<file path="src/rtl/maze_pkg.sv">
// Shared maze definitions: grid geometry, cell encodings, direction and FSM state types.
package maze_pkg;

  localparam int GRID_DIM = 8;
  localparam int ADDR_W   = 6;
  localparam int CELL_W   = 2;
  localparam int COORD_W  = 3;

  localparam logic [CELL_W-1:0] CELL_FREE = 2'd0;
  localparam logic [CELL_W-1:0] CELL_WALL = 2'd1;
  localparam logic [CELL_W-1:0] CELL_GOAL = 2'd2;

  typedef enum logic [1:0] {
    DIR_UP,
    DIR_DOWN,
    DIR_LEFT,
    DIR_RIGHT
  } dir_t;

  typedef enum logic [1:0] {
    ST_IDLE,
    ST_REQ,
    ST_CHECK,
    ST_WIN
  } state_t;

  // Row-major address on an 8x8 grid: row*8 + col.
  function automatic logic [ADDR_W-1:0] cell_addr(input logic [COORD_W-1:0] row,
                                                  input logic [COORD_W-1:0] col);
    return {row, col};
  endfunction

endpackage

</file>
<file path="src/rtl/maze_player_ctrl_if.sv">
// Read-only maze memory port: address/command out of the controller, cell value back.
interface maze_player_ctrl_if;
  import maze_pkg::*;

  logic [ADDR_W-1:0] mem_address;
  logic              mem_command;
  logic [CELL_W-1:0] mem_data;

  modport master (output mem_address, output mem_command, input mem_data);
  modport slave  (input mem_address, input mem_command, output mem_data);

endinterface

</file>
<file path="src/rtl/maze_step_calc.sv">
// Combinational one-step move: target cell for a direction plus an off-grid flag.
module maze_step_calc
  import maze_pkg::*;
(
  input  logic [COORD_W-1:0] row,
  input  logic [COORD_W-1:0] col,
  input  dir_t               dir,
  output logic [COORD_W-1:0] tgt_row,
  output logic [COORD_W-1:0] tgt_col,
  output logic [ADDR_W-1:0]  tgt_addr,
  output logic               off_grid
);

  localparam logic [COORD_W-1:0] EDGE_LO = '0;
  localparam logic [COORD_W-1:0] EDGE_HI = COORD_W'(GRID_DIM - 1);

  always_comb begin
    tgt_row  = row;
    tgt_col  = col;
    off_grid = 1'b0;
    case (dir)
      DIR_UP: begin
        if (row == EDGE_LO) off_grid = 1'b1;
        else                tgt_row  = row - 3'd1;
      end
      DIR_DOWN: begin
        if (row == EDGE_HI) off_grid = 1'b1;
        else                tgt_row  = row + 3'd1;
      end
      DIR_LEFT: begin
        if (col == EDGE_LO) off_grid = 1'b1;
        else                tgt_col  = col - 3'd1;
      end
      DIR_RIGHT: begin
        if (col == EDGE_HI) off_grid = 1'b1;
        else                tgt_col  = col + 3'd1;
      end
      default: off_grid = 1'b1;
    endcase
  end

  assign tgt_addr = cell_addr(tgt_row, tgt_col);

endmodule

</file>
<file path="src/rtl/maze_player_ctrl.sv">
// Player movement controller: button-driven moves validated by one maze memory read each.
module maze_player_ctrl
  import maze_pkg::*;
#(
  parameter logic [COORD_W-1:0] START_ROW = 3'd1,
  parameter logic [COORD_W-1:0] START_COL = 3'd4
) (
  input  logic               clk,
  input  logic               rst,
  input  logic               btn_up,
  input  logic               btn_down,
  input  logic               btn_left,
  input  logic               btn_right,
  maze_player_ctrl_if.master mem,
  output logic [COORD_W-1:0] pos_row,
  output logic [COORD_W-1:0] pos_col,
  output logic               busy,
  output logic               bump,
  output logic               win,
  output logic [7:0]         move_count
);

  state_t             state;
  dir_t               dir;
  logic               any_btn;
  logic [COORD_W-1:0] step_row;
  logic [COORD_W-1:0] step_col;
  logic [ADDR_W-1:0]  step_addr;
  logic               step_off;
  logic [COORD_W-1:0] tgt_row;
  logic [COORD_W-1:0] tgt_col;
  logic [ADDR_W-1:0]  addr_q;

  function automatic logic [7:0] sat_inc(input logic [7:0] v);
    return (v == 8'hFF) ? v : v + 8'd1;
  endfunction

  assign any_btn = btn_up | btn_down | btn_left | btn_right;

  always_comb begin
    dir = DIR_RIGHT;
    if (btn_up)        dir = DIR_UP;
    else if (btn_down) dir = DIR_DOWN;
    else if (btn_left) dir = DIR_LEFT;
  end

  maze_step_calc u_step (
    .row      (pos_row),
    .col      (pos_col),
    .dir      (dir),
    .tgt_row  (step_row),
    .tgt_col  (step_col),
    .tgt_addr (step_addr),
    .off_grid (step_off)
  );

  assign mem.mem_address = addr_q;
  assign mem.mem_command = 1'b1;

  always_ff @(posedge clk) begin
    if (rst) begin
      state      <= ST_IDLE;
      pos_row    <= START_ROW;
      pos_col    <= START_COL;
      addr_q     <= cell_addr(START_ROW, START_COL);
      busy       <= 1'b0;
      bump       <= 1'b0;
      win        <= 1'b0;
      move_count <= 8'd0;
    end else begin
      bump <= 1'b0;
      case (state)
        ST_IDLE: begin
          if (any_btn) begin
            // Off-grid moves are rejected without touching memory.
            if (step_off) begin
              bump <= 1'b1;
            end else begin
              tgt_row <= step_row;
              tgt_col <= step_col;
              addr_q  <= step_addr;
              busy    <= 1'b1;
              state   <= ST_REQ;
            end
          end
        end
        ST_REQ: state <= ST_CHECK;
        ST_CHECK: begin
          busy <= 1'b0;
          // On acceptance addr_q already holds the new position's address.
          case (mem.mem_data)
            CELL_FREE: begin
              pos_row    <= tgt_row;
              pos_col    <= tgt_col;
              move_count <= sat_inc(move_count);
              state      <= ST_IDLE;
            end
            CELL_GOAL: begin
              pos_row    <= tgt_row;
              pos_col    <= tgt_col;
              move_count <= sat_inc(move_count);
              win        <= 1'b1;
              state      <= ST_WIN;
            end
            default: begin
              bump   <= 1'b1;
              addr_q <= cell_addr(pos_row, pos_col);
              state  <= ST_IDLE;
            end
          endcase
        end
        ST_WIN:  state <= ST_WIN;
        default: state <= ST_IDLE;
      endcase
    end
  end

endmodule

</file>
<file path="src/flat_wrapper.sv">
// flat-port wrapper written by rule: the top's interface ports become plain ports
module maze_player_ctrl_flat import maze_pkg::*;
#(
  parameter logic [COORD_W-1:0] START_ROW = 3'd1,
  parameter logic [COORD_W-1:0] START_COL = 3'd4
)
  (clk, rst, btn_up, btn_down, btn_left, btn_right, pos_row, pos_col, busy, bump, win, move_count, mem_mem_address, mem_mem_command, mem_mem_data);
  maze_player_ctrl_if mem_i ();
  input  logic clk;
  input  logic rst;
  input  logic btn_up;
  input  logic btn_down;
  input  logic btn_left;
  input  logic btn_right;
  output logic [COORD_W-1:0] pos_row;
  output logic [COORD_W-1:0] pos_col;
  output logic busy;
  output logic bump;
  output logic win;
  output logic [7:0] move_count;
  output wire logic [$bits(mem_i.mem_address)-1:0] mem_mem_address;
  output wire logic [$bits(mem_i.mem_command)-1:0] mem_mem_command;
  input wire logic [$bits(mem_i.mem_data)-1:0] mem_mem_data;
  assign mem_mem_address = mem_i.mem_address;
  assign mem_mem_command = mem_i.mem_command;
  assign mem_i.mem_data = mem_mem_data;
  maze_player_ctrl #(.START_ROW(START_ROW), .START_COL(START_COL)) u_core (.clk(clk), .rst(rst), .btn_up(btn_up), .btn_down(btn_down), .btn_left(btn_left), .btn_right(btn_right), .mem(mem_i), .pos_row(pos_row), .pos_col(pos_col), .busy(busy), .bump(bump), .win(win), .move_count(move_count));
endmodule
</file>
<file path="config.mk">
export PLATFORM = sky130hd
export DESIGN_NAME = maze_player_ctrl_flat
export DESIGN_NICKNAME = d
export VERILOG_FILES = /design/src/rtl/maze_pkg.sv /design/src/rtl/maze_player_ctrl_if.sv /design/src/rtl/maze_step_calc.sv /design/src/rtl/maze_player_ctrl.sv /design/src/flat_wrapper.sv
export SDC_FILE = /design/constraint.sdc
export NUM_CORES = 1
export LEC_CHECK = 0
export BUFFER_PORTS_ARGS = -buffer_cell sky130_fd_sc_hd__buf_2
export CELL_PAD_IN_SITES_DETAIL_PLACEMENT = 1
export CELL_PAD_IN_SITES_GLOBAL_PLACEMENT = 1
export CORE_ASPECT_RATIO = 1.75
export CORE_MARGIN = 4
export CORE_UTILIZATION = 30
export CTS_CLUSTER_DIAMETER = 40
export DETAILED_ROUTE_END_ITERATION = 6
export GPL_ROUTABILITY_DRIVEN = 0
export HOLD_SLACK_MARGIN = 0.05
export MAX_ROUTING_LAYER = met4
export PLACE_DENSITY_LB_ADDON = 0.05
export SYNTH_ARGS = -nofsm -noshare
export SYNTH_HDL_FRONTEND = slang
export SYNTH_SLANG_ARGS = --single-unit
</file>
<file path="constraint.sdc">
create_clock -name clk -period 3.5 [get_ports clk]
set_input_delay 0.175 -clock clk [delete_from_list [all_inputs] [get_ports clk]]
set_output_delay 0.175 -clock clk [all_outputs]
set_load 0.01 [all_outputs]
</file>
==> impl_metrics.sql, run 1 <==
INSERT INTO impl_metrics (metric_group, metric, value, unit) VALUES
('status', 'run_status', 'complete, no violations', ''),
('routing', 'drt-wirelength-per-cell', '17.9', 'microns'),
('clocking', 'worst_setup_hold_path_clk_slew', '70', 'ps'),
('timing', 'setup_violations', '0', ''),
('layout', 'area_delta_synth_final', '16.1', '%'),
('critical_path', 'setup.worst_path.start_class', 'flip-flop', ''),
('clocking', 'cts_num_sinks', '31', ''),
('synth', 'synthDominantAreaCellType', 'sky130_fd_sc_hd__dfxtp_1', ''),
('power_and_ir_drop', 'swShare', '29.2', '%'),
('placement', 'place_ws', '1040', 'ps'),
('timing', 'timing_worst_slew_pin_value', '1030', 'ps'),
('global_route', 'grt_antenna_before_repair', '0', ''),
('synth', 'post_synthesis_register_bit_count', '31', ''),
('timing', 'fin_worst_skew', '2.75', 'ps'),
('timing', 'final_min_period_over_clock_period', '70.6', '%'),
('global_route', 'grt_pass1_wl', '8360', 'microns'),
('clocking', 'post-cts-setup-buffers', '0', ''),
('layout', 'drive_gt1_share', '20.6', '%'),
('clocking', 'ctsHoldBuffers', '0', ''),
('global_route', 'first_global_vias', '1643', ''),
('clocking', 'clk_latency', '280', 'ps'),
('synth', 'syn_area_per_cell', '9.23', 'sq um'),
('worst_hold_path', 'hold_path_class', 'primary input to flip-flop', ''),
('synth', 'syn-num-nets', '203', ''),
('power_and_ir_drop', 'power_leakage', '0.799', 'nW'),
('power_and_ir_drop', 'total_power', '0.824', 'mW'),
('power_and_ir_drop', 'vdd_drop_max', '0.155', 'mV'),
('layout', 'leading_cell_type_in_the_layout_fill_and_taps_excluded', 'sky130_fd_sc_hd__buf_2', ''),
('floorplan', 'floorplan.core_area', '5590', 'sq um'),
('critical_path', 'timing.critical_path.cells', 'inv_1 > ha_1 > nand2b_1 > and2_0 > o21ai_0 > nor3_1', ''),
('floorplan', 'start_util', '31.1', '%'),
('clocking', 'tritoncts_buffer_count', '5', ''),
('routing', 'via_count', '1560', ''),
('routing', 'drc', '0', ''),
('critical_path', 'cp-end-kind', 'flip-flop', ''),
('routing', 'detail_route.iter0.violations', '38', ''),
('synth', 'ys_seq_area_share', '39.2', '%'),
('floorplan', 'die-width', '65.5', 'microns'),
('synth', 'post_synth_num_cell_types', '59', ''),
('floorplan', 'die-area', '7110', 'sq um'),
('floorplan', 'count_of_pins_on_the_block_boundary', '32', ''),
('synth', 'synth_area', '1740', 'sq um'),
('critical_path', 'worst_path_max_delay_cell', 'sky130_fd_sc_hd__nor3_1', ''),
('job', 'max-cap-violations', '0', ''),
('global_route', 'grt_max_degree', '25', ''),
('timing', 'max_transition_viols_final', '0', ''),
('clocking', 'ctsResizeCount', '0', ''),
('synth', 'number_of_enable_flip_flop_cells_after_synthesis', '6', ''),
('clocking', 'clockRootBuffer', 'sky130_fd_sc_hd__clkbuf_8', ''),
('critical_path', 'crit_arrival', '2380', 'ps'),
('layout', 'final_core_util', '36.1', '%'),
('critical_path', 'setup.worst_path.class', 'flip-flop to flip-flop', ''),
('routing', 'wl', '5270', 'microns'),
('floorplan', 'fp-row-count', '36', ''),
('clocking', 'tritoncts', 'yes', ''),
('timing', 'final_critical_delay_including_setup_and_external_delays', '2470', 'ps'),
('synth', 'gate_count_post_synth', '188', ''),
('power_and_ir_drop', 'p_int', '0.583', 'mW'),
('power_and_ir_drop', 'proportion_of_power_drawn_by_the_clock_network', '33.2', '%'),
('power_and_ir_drop', 'share_comb_of_total_power', '17.5', '%'),
('timing', 'timing.final.ws_setup', '1030', 'ps'),
('synth', 'synth.top_cells.by_area', 'sky130_fd_sc_hd__dfxtp_1, sky130_fd_sc_hd__edfxtp_1, sky130_fd_sc_hd__ha_1', ''),
('layout', 'nFillCells', '714', ''),
('floorplan', 'floorplan.die.height', '109', 'microns'),
('global_route', 'gr-total-overflow', '0', ''),
('power_and_ir_drop', 'switchingPower', '0.241', 'mW'),
('layout', 'layout_common_cells', 'sky130_fd_sc_hd__buf_2, sky130_fd_sc_hd__dfxtp_1, sky130_fd_sc_hd__nor2_1, sky130_fd_sc_hd__nand2_1, sky130_fd_sc_hd__a21oi_1', ''),
('routing', 'post_drt_via_cell_ratio', '5.31', ''),
('timing', 'grt_setup_unrepaired', 'false', ''),
('timing', 'final.setup.tns', '0', 'ps'),
('critical_path', 'timing.critical_path.slowest_cell_delay', '730', 'ps');
==> layer usage <==
metal / global-route usage [%] / vias up / wire length, microns
met5: - / - / 0
met2: 32.2 / 27 / 3160
met4: 5.93 / 0 / 86
met3: 2.37 / 7 / 129
met1: 15.0 / 770 / 1900
li1: - / 756 / -
==> through the flow <==
stage | cells | hold WS, ps
CTS | 294 | 236
global placement | 286 | 444
floorplan | 188 | 276
finish | 294 | 238
global route | 294 | 250
detailed placement | 286 | 460
==> worst paths after layout <==
check	end	start	depth (start not counted)	slack, ps
worst max-delay path	u_core.tgt_row[2]	u_core.pos_row[0]	6	1030
worst min-delay path	u_core.bump	mem_mem_data[0]	3	240
worst max register to register	u_core.tgt_row[2]	u_core.pos_row[0]	6	1030
worst min register to register	u_core.pos_col[2]	u_core.tgt_col[2]	2	470
==> registers in the layout (all words and copies together) (netlist names) <==
name                    cells
u_core.win                  1
u_core.pos_col              3
u_core.pos_row              3
u_core.busy                 1
u_core.tgt_col              3
u_core.tgt_row              3
u_core.move_count           8
u_core.state                2
u_core.mem.mem_address      6
u_core.bump                 1
==> Yosys cell counts, types with 3 or more instances <==
cell type	number
sky130_fd_sc_hd__nand3_1	3
sky130_fd_sc_hd__nand2b_1	3
sky130_fd_sc_hd__mux2i_1	3
sky130_fd_sc_hd__nand4bb_1	3
sky130_fd_sc_hd__o21ai_0	8
sky130_fd_sc_hd__xnor2_1	5
sky130_fd_sc_hd__inv_1	8
sky130_fd_sc_hd__nor2b_1	4
sky130_fd_sc_hd__ha_1	7
sky130_fd_sc_hd__xor2_1	3
sky130_fd_sc_hd__nand4_1	4
sky130_fd_sc_hd__nor2_1	21
sky130_fd_sc_hd__nand2_1	14
sky130_fd_sc_hd__a211oi_1	6
sky130_fd_sc_hd__a21oi_1	13
sky130_fd_sc_hd__dfxtp_1	25
sky130_fd_sc_hd__edfxtp_1	6
sky130_fd_sc_hd__a31oi_1	3
==> cell families (layout without fill, tap and decap cells) <==
family                   Yosys count  count (layout)  share of synthesized area [%]
AND/OR/NAND/NOR                   65              65                           21.2
AO/OA/AOI/OAI                     56              56                           23.9
flip-flops                        31              31                           39.2
buffers and inverters             17              47                           4.69
XOR/XNOR                           8               8                           4.04
adder cells (fa/ha/maj)            7               7                           5.05
multiplexers                       3               3                           1.73
other                              1               1                          0.216
==> layout make-up <==
type / instances / area, sq um / area share, %
multi-input cells: 140 / 973 / 48.3
flip-flops and latches: 31 / 681 / 33.8
repair buffers: 30 / 150 / 7.45
well taps: 76 / 95.1 / 4.72
clock buffers: 7 / 76.3 / 3.79
inverters: 9 / 33.8 / 1.68
clock inverters: 1 / 5.00 / 0.248
==> worst max-delay path, delay by kind of cell (launching register included) <==
family                     cells  cell delay [ps]
buffers and inverters          1              110
DFF                            1              420
and+or+nand+nor                3             1150
adders and majority gates      1              220
AOI/OAI and AO/OA              1              190
==> power by group through the flow <==
stage                     Sequential [mW]  Combinational [mW]  Clock [mW]
final                               0.406               0.144       0.273
after global placement              0.413               0.143           0
after detailed placement            0.414               0.147           0
after floorplan                     0.414              0.0929           0
after global routing                0.409               0.159       0.307
after CTS                           0.406               0.147       0.287
Note: power is estimated with default switching activity, not from simulation.
==> run 2, diff against run 1 <==
==> constraint.sdc (replaced) <==
create_clock -name clk -period 2 [get_ports clk]
set_input_delay 0.1 -clock clk [delete_from_list [all_inputs] [get_ports clk]]
set_output_delay 0.1 -clock clk [all_outputs]
set_load 0.01 [all_outputs]
==> run 2 against run 1 <==
  * Sequential share of layout area down 1.1 points
  * Hold slack worse by 78 ps
  * Clock skew about the same
  * Maximum frequency up 35%
  * Flip-flop and latch count unchanged
  * Utilization up 1.3 points
  * Combinational power up 92%
  * Total power up 75%
==> impl_metrics.sql, run 2 (synthesis results as in run 1) <==
INSERT INTO impl_metrics (metric_group, metric, value, unit) VALUES
('routing', 'wl', '5280', 'microns'),
('layout', 'drive_gt1_share', '24.2', '%'),
('clocking', 'cts_max_level', '2', ''),
('floorplan', 'floorplan.core_area', '5590', 'sq um'),
('clocking', 'tritoncts_buffer_count', '5', ''),
('clocking', 'tritoncts', 'yes', ''),
('layout', 'largest_register_ff_count', '8', ''),
('routing', 'drt_first_pass_iters', '4', ''),
('timing', 'max_transition_viols_final', '0', ''),
('clocking', 'clockRootBuffer', 'sky130_fd_sc_hd__clkbuf_8', ''),
('layout', 'finish.net_count', '241', ''),
('clocking', 'ctsLongestPathBuffers', '2', ''),
('timing', 'grt_setup_unrepaired', 'false', ''),
('placement', 'dpl-instance-area', '2010', 'sq um'),
('floorplan', 'floorplan.die.height', '109', 'microns'),
('critical_path', 'setup.worst_path.start_class', 'flip-flop', ''),
('layout', 'layout_common_cells', 'sky130_fd_sc_hd__buf_2, sky130_fd_sc_hd__dfxtp_1, sky130_fd_sc_hd__nor2_1, sky130_fd_sc_hd__nand2_1, sky130_fd_sc_hd__a21oi_1', ''),
('timing', 'fin_worst_skew', '2.32', 'ps'),
('placement', 'placed_instance_count', '295', ''),
('timing', 'hold_viol_final', '0', ''),
('placement', 'buffer_ports.inserted', '30', ''),
('power_and_ir_drop', 'vdd_drop_max', '0.364', 'mV'),
('timing', 'final_critical_delay_including_setup_and_external_delays', '1830', 'ps'),
('timing', 'timing_worst_slew_pin_value', '652', 'ps'),
('global_route', 'grt_pass1_wl', '8560', 'microns'),
('floorplan', 'die-width', '65.5', 'microns'),
('floorplan', 'fp-row-count', '36', ''),
('critical_path', 'cp.required', '2210', 'ps'),
('floorplan', 'die-area', '7110', 'sq um'),
('clocking', 'cts_num_sinks', '31', ''),
('critical_path', 'cp-end-kind', 'flip-flop', ''),
('clocking', 'worst_setup_hold_path_clk_slew', '60', 'ps'),
('layout', 'final_core_util', '37.4', '%'),
('routing', 'drc', '0', ''),
('layout', 'area_delta_synth_final', '20.3', '%'),
('critical_path', 'setup.worst_path.class', 'flip-flop to flip-flop', ''),
('placement', 'place_hpwl', '4280', 'microns'),
('global_route', 'grt_antenna_before_repair', '0', ''),
('global_route', 'grt_max_degree', '15', ''),
('routing', 'drt-wirelength-per-cell', '17.4', 'microns'),
('clocking', 'ctsHoldBuffers', '0', ''),
('layout', 'postLayoutCellArea', '2090', 'sq um'),
('routing', 'post_drt_via_cell_ratio', '5.35', ''),
('timing', 'maximum_clock_frequency', '546', 'MHz'),
('layout', 'antennaDiodeCount', '0', ''),
('critical_path', 'worst-path-max-fanout', '7', ''),
('routing', 'detail_route.iter0.violations', '29', ''),
('timing', 'final_min_period_over_clock_period', '91.6', '%'),
('power_and_ir_drop', 'power_leakage', '0.842', 'nW'),
('timing', 'maxSlewHeadroom', '56.4', '%'),
('global_route', 'gr-total-overflow', '0', ''),
('layout', 'leading_cell_type_in_the_layout_fill_and_taps_excluded', 'sky130_fd_sc_hd__buf_2', ''),
('layout', 'nFillCells', '708', ''),
('critical_path', 'crit_arrival', '2050', 'ps'),
('global_route', 'grt_util_all_layers', '16.6', '%'),
('power_and_ir_drop', 'power_density_of_the_placed_cells', '690', 'nW/um^2'),
('worst_hold_path', 'hold_path_class', 'primary input to flip-flop', ''),
('status', 'run_status', 'complete, no violations', ''),
('floorplan', 'count_of_pins_on_the_block_boundary', '32', ''),
('floorplan', 'start_util', '31.1', '%'),
('clocking', 'clk_latency', '280', 'ps'),
('routing', 'via_count', '1622', ''),
('timing', 'setup_violations', '0', ''),
('layout', 'regMostFlops', 'u_core.move_count', ''),
('job', 'max-cap-violations', '0', ''),
('power_and_ir_drop', 'total_power', '1.44', 'mW'),
('timing', 'final.setup.tns', '0', 'ps'),
('layout', 'layout.cells.non_filler', '303', ''),
('routing', 'ant_nets', '0', ''),
('global_route', 'first_global_vias', '1735', '');
==> run 2: worst paths after layout <==
check | from | endpoint | slack [ps] | depth (start not counted)
max | u_core.pos_col[1] | u_core.bump | 170 | 5
min reg2reg | u_core.mem.mem_address[5] | u_core.mem.mem_address[5] | 460 | 2
min | mem_mem_data[0] | u_core.bump | 160 | 3
max reg2reg | u_core.pos_col[1] | u_core.bump | 170 | 5
==> run 2: layout make-up <==
class | instances | area [sq um] | area share, %
clock inverters | 2 | 7.51 | 0.359
flip-flops and latches | 31 | 682 | 32.7
clock buffers | 6 | 72.6 | 3.48
multi-input cells | 140 | 980 | 46.9
well taps | 76 | 95.1 | 4.55
repair buffers | 39 | 218 | 10.4
inverters | 9 | 33.8 | 1.62
==> run 2: worst max-delay path, cell delays in order, from the launching register on <==
cell and delay [ps]:
sky130_fd_sc_hd__dfxtp_1 400, sky130_fd_sc_hd__ha_1 320, sky130_fd_sc_hd__nand3b_4 120, sky130_fd_sc_hd__o211a_4 270, sky130_fd_sc_hd__or4b_1 500, sky130_fd_sc_hd__a21oi_1 160
==> run 2: repair_timing <==
action | in CTS | in global routing
resized for setup | 1 | 3
buffers inserted | 0 | 0
setup endpoints to repair | 6 | 7
gates cloned | 0 | 0
pin swaps | 0 | 0
==> run 2: through the flow <==
stage / hold slack (ps) / setup WS [ps]
after CTS: 162 / 38.3
after global routing: 174 / 15.6
after detailed placement: 451 / -4.84
after floorplan: 201 / 110
after global placement: 443 / 75.0
final: 160 / 168
==> run 2: routing by layer <==
metal / part of all wire (%) / GRT usage (%) / up-vias / wire length [microns]
li1: - / - / 775 / -
met1: 35 / 14.9 / 801 / 1840
met2: 59 / 32.5 / 33 / 3100
met3: 2.7 / 2.89 / 13 / 142
met4: 3.7 / 7.86 / 0 / 196
met5: 0 / - / - / 0
==> run 2: power by group <==
group          internal [mW]  switching [mW]
registers              0.679          0.0273
logic                  0.111           0.164
clock network          0.237           0.222
